--- src/rtl/snoop_ctrl_engine.sv ---
// Snoop control engine: queues incoming snoops, consults the snoop filter,
// fans requests out to the sharing cores, forwards dirty data and responds.
module snoop_ctrl_engine #(
    parameter int NUM_CORES   = 8,
    parameter int ADDR_W      = 48,
    parameter int ID_W        = 6,
    parameter int DATA_W      = 512,
    parameter int QDEPTH      = 4,
    parameter int TIMEOUT_CYC = 1024
) (
    input  logic                 clk,
    input  logic                 rst,
    input  logic                 ac_valid,
    output logic                 ac_ready,
    input  logic [ADDR_W-1:0]    ac_addr,
    input  logic [3:0]           ac_snoop,
    input  logic [ID_W-1:0]      ac_id,
    output logic                 sf_lookup,
    output logic [ADDR_W-1:0]    sf_addr,
    input  logic                 sf_hit,
    input  logic [NUM_CORES-1:0] sf_share,
    output logic [NUM_CORES-1:0] core_req,
    input  logic [NUM_CORES-1:0] core_ack,
    input  logic [NUM_CORES-1:0] core_shared,
    input  logic [NUM_CORES-1:0] core_dirty,
    input  logic                 core_dvalid,
    input  logic                 core_dlast,
    input  logic [DATA_W-1:0]    core_data,
    output logic                 core_dready,
    output logic                 cr_valid,
    input  logic                 cr_ready,
    output logic [4:0]           cr_resp,
    output logic [ID_W-1:0]      cr_id,
    output logic                 cd_valid,
    input  logic                 cd_ready,
    output logic [DATA_W-1:0]    cd_data,
    output logic                 cd_last,
    output logic                 dvm_complete,
    output logic [31:0]          snoop_count,
    output logic [31:0]          dvm_count,
    output logic [31:0]          timeout_count,
    output logic [2:0]           fsm_state
);

    // state   | meaning
    // IDLE    | wait for a queued snoop, pop it into the working registers
    // LOOKUP  | one-cycle snoop filter query, latch the target core mask
    // REQUEST | drive core_req until every pending core has acked
    // DATA    | pass dirty data beats from the owner to the cd channel
    // RESP    | hold the response until cr_ready
    typedef enum logic [2:0] {
        IDLE    = 3'd0,
        LOOKUP  = 3'd1,
        REQUEST = 3'd2,
        DATA    = 3'd3,
        RESP    = 3'd4
    } state_e;

    localparam logic [3:0] SNP_RNS   = 4'd0;
    localparam logic [3:0] SNP_RU    = 4'd3;
    localparam logic [3:0] SNP_WI    = 4'd6;
    localparam logic [3:0] SNP_EVICT = 4'd7;
    localparam logic [3:0] SNP_DVM   = 4'd8;

    localparam int PTR_W = $clog2(QDEPTH);
    localparam int ENT_W = ADDR_W + 4 + ID_W;
    localparam logic [PTR_W-1:0] PTR_ONE  = PTR_W'(1);
    localparam logic [PTR_W:0]   CNT_ONE  = (PTR_W+1)'(1);
    localparam logic [PTR_W:0]   CNT_FULL = (PTR_W+1)'(QDEPTH);

    localparam int TMR_W = $clog2(TIMEOUT_CYC + 1);
    localparam logic [TMR_W-1:0] TMR_LOAD = TMR_W'(TIMEOUT_CYC - 1);
    localparam logic [TMR_W-1:0] TMR_ONE  = TMR_W'(1);

    state_e                state_q, state_d;
    logic [ENT_W-1:0]      fifo_mem [QDEPTH];
    logic [PTR_W-1:0]      wr_ptr_q, rd_ptr_q;
    logic [PTR_W:0]        cnt_q, cnt_d;
    logic                  rdy_en_q;
    logic [ADDR_W-1:0]     addr_q;
    logic [3:0]            snoop_q;
    logic [ID_W-1:0]       id_q;
    logic [NUM_CORES-1:0]  mask_q, mask_d;
    logic                  shared_q, shared_d;
    logic                  dirty_q, dirty_d;
    logic                  err_q, err_d;
    logic [TMR_W-1:0]      timer_q, timer_d;
    logic                  dvm_q;
    logic [31:0]           snoop_cnt_q, dvm_cnt_q, tmo_cnt_q;

    logic                  full, empty, push, pop, tmo;
    logic [ENT_W-1:0]      head;
    logic [ADDR_W-1:0]     head_addr;
    logic [3:0]            head_snp_raw, head_snp;
    logic [ID_W-1:0]       head_id;
    logic                  head_dvm;
    logic                  filt_bypass, no_share;
    logic [NUM_CORES-1:0]  lk_mask, acked, pend_left;

    assign full     = (cnt_q == CNT_FULL);
    assign empty    = (cnt_q == '0);
    assign ac_ready = rdy_en_q && !full;
    assign push     = ac_valid && ac_ready;
    assign pop      = (state_q == IDLE) && !empty;

    assign head         = fifo_mem[rd_ptr_q];
    assign head_addr    = head[ENT_W-1 -: ADDR_W];
    assign head_snp_raw = head[ID_W +: 4];
    assign head_id      = head[ID_W-1:0];
    // Reserved encodings above DVM behave as ReadNoSnoop.
    assign head_snp     = (head_snp_raw > SNP_DVM) ? SNP_RNS : head_snp_raw;
    assign head_dvm     = (head_snp == SNP_DVM);

    assign filt_bypass = (snoop_q == SNP_RNS) || (snoop_q == SNP_EVICT);
    assign no_share    = (snoop_q == SNP_RU) || (snoop_q == SNP_WI);
    assign lk_mask     = (sf_hit && !filt_bypass) ? sf_share : '0;
    assign acked       = core_ack & mask_q;
    assign pend_left   = mask_q & ~acked;

    always_comb begin
        cnt_d = cnt_q;
        if (push && !pop) begin
            cnt_d = cnt_q + CNT_ONE;
        end else if (!push && pop) begin
            cnt_d = cnt_q - CNT_ONE;
        end
    end

    always_comb begin
        state_d     = state_q;
        mask_d      = mask_q;
        shared_d    = shared_q;
        dirty_d     = dirty_q;
        err_d       = err_q;
        timer_d     = timer_q;
        tmo         = 1'b0;
        sf_lookup   = 1'b0;
        sf_addr     = '0;
        core_req    = '0;
        core_dready = 1'b0;
        cd_valid    = 1'b0;
        cd_data     = '0;
        cd_last     = 1'b0;
        cr_valid    = 1'b0;
        cr_resp     = '0;
        cr_id       = '0;
        case (state_q)
            IDLE: begin
                if (pop) begin
                    mask_d   = '0;
                    shared_d = 1'b0;
                    dirty_d  = 1'b0;
                    err_d    = 1'b0;
                    state_d  = head_dvm ? RESP : LOOKUP;
                end
            end
            LOOKUP: begin
                sf_lookup = 1'b1;
                sf_addr   = addr_q;
                mask_d    = lk_mask;
                if (lk_mask == '0) begin
                    state_d = RESP;
                end else begin
                    state_d = REQUEST;
                    timer_d = TMR_LOAD;
                end
            end
            REQUEST: begin
                core_req = mask_q;
                mask_d   = pend_left;
                shared_d = shared_q | (|(core_shared & acked));
                dirty_d  = dirty_q | (|(core_dirty & acked));
                // A final ack arriving on the terminal cycle still completes normally.
                if (pend_left == '0) begin
                    if (dirty_d) begin
                        state_d = DATA;
                        timer_d = TMR_LOAD;
                    end else begin
                        state_d = RESP;
                    end
                end else if (timer_q == '0) begin
                    tmo     = 1'b1;
                    mask_d  = '0;
                    err_d   = 1'b1;
                    state_d = RESP;
                end else begin
                    timer_d = timer_q - TMR_ONE;
                end
            end
            DATA: begin
                core_dready = cd_ready;
                cd_valid    = core_dvalid;
                cd_data     = core_data;
                cd_last     = core_dlast;
                if (core_dvalid && cd_ready && core_dlast) begin
                    state_d = RESP;
                end else if (timer_q == '0) begin
                    tmo     = 1'b1;
                    err_d   = 1'b1;
                    state_d = RESP;
                end else begin
                    timer_d = timer_q - TMR_ONE;
                end
            end
            RESP: begin
                cr_valid = 1'b1;
                cr_id    = id_q;
                cr_resp  = {1'b0, shared_q & ~no_share, dirty_q & ~err_q, err_q, dirty_q & ~err_q};
                if (cr_ready) begin
                    state_d = IDLE;
                end
            end
            default: state_d = IDLE;
        endcase
    end

    always_ff @(posedge clk or posedge rst) begin
        if (rst) begin
            state_q     <= IDLE;
            wr_ptr_q    <= '0;
            rd_ptr_q    <= '0;
            cnt_q       <= '0;
            rdy_en_q    <= 1'b0;
            addr_q      <= '0;
            snoop_q     <= '0;
            id_q        <= '0;
            mask_q      <= '0;
            shared_q    <= 1'b0;
            dirty_q     <= 1'b0;
            err_q       <= 1'b0;
            timer_q     <= '0;
            dvm_q       <= 1'b0;
            snoop_cnt_q <= '0;
            dvm_cnt_q   <= '0;
            tmo_cnt_q   <= '0;
        end else begin
            state_q  <= state_d;
            cnt_q    <= cnt_d;
            rdy_en_q <= 1'b1;
            mask_q   <= mask_d;
            shared_q <= shared_d;
            dirty_q  <= dirty_d;
            err_q    <= err_d;
            timer_q  <= timer_d;
            dvm_q    <= pop && head_dvm;
            if (push) begin
                wr_ptr_q <= wr_ptr_q + PTR_ONE;
            end
            if (pop) begin
                rd_ptr_q <= rd_ptr_q + PTR_ONE;
                addr_q   <= head_addr;
                snoop_q  <= head_snp;
                id_q     <= head_id;
                if (head_dvm) begin
                    dvm_cnt_q <= dvm_cnt_q + 32'd1;
                end else begin
                    snoop_cnt_q <= snoop_cnt_q + 32'd1;
                end
            end
            if (tmo) begin
                tmo_cnt_q <= tmo_cnt_q + 32'd1;
            end
        end
    end

    always_ff @(posedge clk) begin
        if (push) begin
            fifo_mem[wr_ptr_q] <= {ac_addr, ac_snoop, ac_id};
        end
    end

    assign dvm_complete  = dvm_q;
    assign snoop_count   = snoop_cnt_q;
    assign dvm_count     = dvm_cnt_q;
    assign timeout_count = tmo_cnt_q;
    assign fsm_state     = state_q;

endmodule
--- config.mk ---
export PLATFORM = sky130hd
export DESIGN_NAME = snoop_ctrl_engine
export DESIGN_NICKNAME = d
export VERILOG_FILES = /design/src/rtl/snoop_ctrl_engine.sv
export SDC_FILE = /design/constraint.sdc
export NUM_CORES = 1
export LEC_CHECK = 0
export ABC_AREA = 1
export CORE_AREA = 2 2 506 508
export DETAILED_ROUTE_END_ITERATION = 7
export DIE_AREA = 0 0 508 510
export PLACE_DENSITY_LB_ADDON = 0.15
export RECOVER_POWER = 50
export REMOVE_ABC_BUFFERS = 1
export SYNTH_ARGS = -nofsm -noshare
export SYNTH_HDL_FRONTEND = slang
export SYNTH_SLANG_ARGS = --single-unit
--- constraint.sdc ---
create_clock -name clk -period 7.47 [get_ports clk]
set_clock_uncertainty 0.15 [all_clocks]
set_input_delay 1.8675 -clock clk [delete_from_list [all_inputs] [get_ports clk]]
set_output_delay 1.8675 -clock clk [all_outputs]
set_load 0.02 [all_outputs]
==> flow_metrics.tcl <==
set metrics [dict create \
    insertion_delay_ns 0.69 \
    start_util_pct 9.21 \
    crit_required_ns 5.45 \
    status "complete, but fails checks" \
    grt_util_all_layers_pct 20.2 \
    die_w_um 508 \
    synthCells 3141 \
    cpMostUsedCell "buf_4" \
    synth_flop_cell "edfxtp_1" \
    post-route-util_pct 16.7 \
    layout-area-overhead-vs-synth_pct 81.0 \
    synth_top_area_share_pct 29.8 \
    syn_area_um2 23300 \
    maxSlewViolCount 335 \
    p_leak_uw 0.0176 \
    mostFrequentLayoutCells "clkdlybuf4s50_1 (1183), nor2_1 (825), inv_1 (708), nand2_1 (470), edfxtp_1 (232)" \
    yosysTopAreaCell "edfxtp_1" \
    drt_iter0_markers 1420 \
    mostFrequentLayoutCell "clkdlybuf4s50_1" \
    final_nets 5002 \
    cts_tree "done" \
    clkTransAtPathRegs_ns 0.06 \
    cp_cell_sequence "inv_1 -> nand3_4 -> buf_4 -> buf_4 -> nor2_1 -> clkdlybuf4s50_1" \
    slowest_delay_ns 0.84 \
    via_per_inst 3.41 \
    drc 0 \
    critPathMaxFanout 74 \
    synth_cell_types 40 \
    drive_above_1_share_pct 3.00 \
    syn_area_per_cell_um2 7.43 \
    core_um2 253000 \
    critPathBufInv 4 \
    h-tree-depth 2 \
    place_congestion 1.01 \
    cts_hold_buf 0 \
    violations "capacitance limit, slew limit" \
    period_minus_slack_ns 6.26 \
    yosysSeqAreaShare_pct 50.0 \
    crit_arrival_ns 4.24 \
    hold_class "reg2reg" \
    critical_path_class "reg2out" \
    tns_ns 0 \
    overflow 0 \
    grt_pass1_wl_um 329000 \
    clockRootBuffer "clkbuf_16" \
    dp_hpwl_um 237000 \
    total_power_uw 12000 \
    cts_resized 0 \
    hold_viol 0 \
    hold-worst-slack_ns 0.344 \
    design_area_um2 42300 \
    cts-buffers-inserted 55 \
    rrSetupSlack_ns 1.74 \
    async_flop_share_pct 44.8 \
    postCtsSetupRepairBufs 0 \
    drv_cap 9 \
    first_pass_iters 7 \
    numPortBuffers 1293 \
    die_area_um2 259000 \
    fmax_mhz 160 \
    worst_slew_margin_rel_pct -125 \
    period_share_pct 83.8 \
    io_pins 1295 \
    rsz0062_at_grt "no" \
    max_slew.worst_pin.slew_ns 3.35 \
    cts_buffer_depth 3 \
    grt_start_max_net_pins 164 \
    synth_edf_count 232 \
    wire_per_inst_um 34.5 \
    start_kind "register" \
    critical-path-top-delay-family "buffers and inverters" \
    endpoint_kind "primary output" \
    ys_seq_elements 420 \
    antenna_found_initial 219 \
    place_area_um2 40200 \
    num_vias 26800 \
    slowest_stage "clkdlybuf4s50_1" \
    vdd.ir_drop.worst_v 0.000190 \
    ant_nets 0 \
    setup_viol 0 \
    drt_wl_total_um 272000 \
    num_rows 185 \
    yosys_warnings 0 \
    yosys-top-cells-area "edfxtp_1 (30%), dfrtp_1 (20%), nor2_1 (13%)" \
    die_h_um 510 \
    clkSinkCount 420 \
    first_global_vias 26600 \
    power_density_nw_per_um2 284 \
]
sequential cells by signal, summed over array words and instances, names as in the netlist:
signal / flops
snoop_q: 4
cnt_q: 3
wr_ptr_q: 2
rd_ptr_q: 2
mask_q: 8
snoop_count: 32
dirty_q: 1
err_q: 1
addr_q: 48
timeout_count: 32
fifo_mem: 232
rdy_en_q: 1
fsm_state: 3
dvm_complete: 1
id_q: 6
dvm_count: 32
timer_q: 11
shared_q: 1
cell type report:
type | count | area, um2
tap | 3366 | 4210
timing repair buffer | 1319 | 13200
inverter | 718 | 2700
clock buffer | 81 | 1610
clock inverter | 22 | 313
antenna | 77 | 193
multi-input combinational | 1867 | 8390
sequential | 420 | 11700
fill | 29000 | 211000
where the power goes:
group	switching, uW	total, uW	internal (uW)
clock	1140	2810	1680
sequential	231	3090	2860
combinational	4160	6080	1920
total	5530	12000	6460
per-layer routing:
| layer | GRT usage, % | routed length, um |
|---|---|---|
| met2 | 33.9 | 132000 |
| met5 | 0 | 757 |
| met1 | 21.5 | 99500 |
| met4 | 14.1 | 19300 |
| met3 | 6.47 | 20200 |
final timing paths:
| path | to | depth (start not counted) | startpoint |
|---|---|---|---|
| setup / recovery | cd_data[104] | 6 | fsm_state[2] |
| hold / removal | cnt_q[2] | 1 | cnt_q[2] |
| setup reg to reg | dvm_count[18] | 14 | rd_ptr_q[0] |
| hold reg to reg | cnt_q[2] | 1 | cnt_q[2] |
| max in group asynchronous | snoop_count[23] | 3 | rst |
| min in group asynchronous | addr_q[10] | 2 | rst |
logic make-up after synthesis:
group | synth area share, %
adders and majority gates | 0.622
xor gates and xnor gates | 3.15
DFF | 50.0
AOI/OAI and AO/OA | 6.76
and+or+nand+nor | 25.3
other | 0.0322
buffers and inverters | 14.1
synth_stat cells, types with 10 or more instances:
| cell type | n |
|---|---|
| nor2_1 | 825 |
| inv_1 | 709 |
| nand2_1 | 469 |
| edfxtp_1 | 232 |
| o21ai_0 | 207 |
| dfrtp_1 | 188 |
| nand3_1 | 102 |
| clkbuf_1 | 80 |
| xor2_1 | 58 |
| o22ai_1 | 56 |
| buf_2 | 43 |
| nand4_1 | 33 |
| nor3_1 | 27 |
| xnor2_1 | 26 |
| ha_1 | 10 |
through the flow:
step,worst slack (ns),instances
after floorplan,-2.23,3005
after global placement,1.23,7690
after detailed placement,1.28,7690
after CTS,1.19,7793
after global routing,0.920,7846
final,1.21,7870
(Power assumes the default switching activity.)
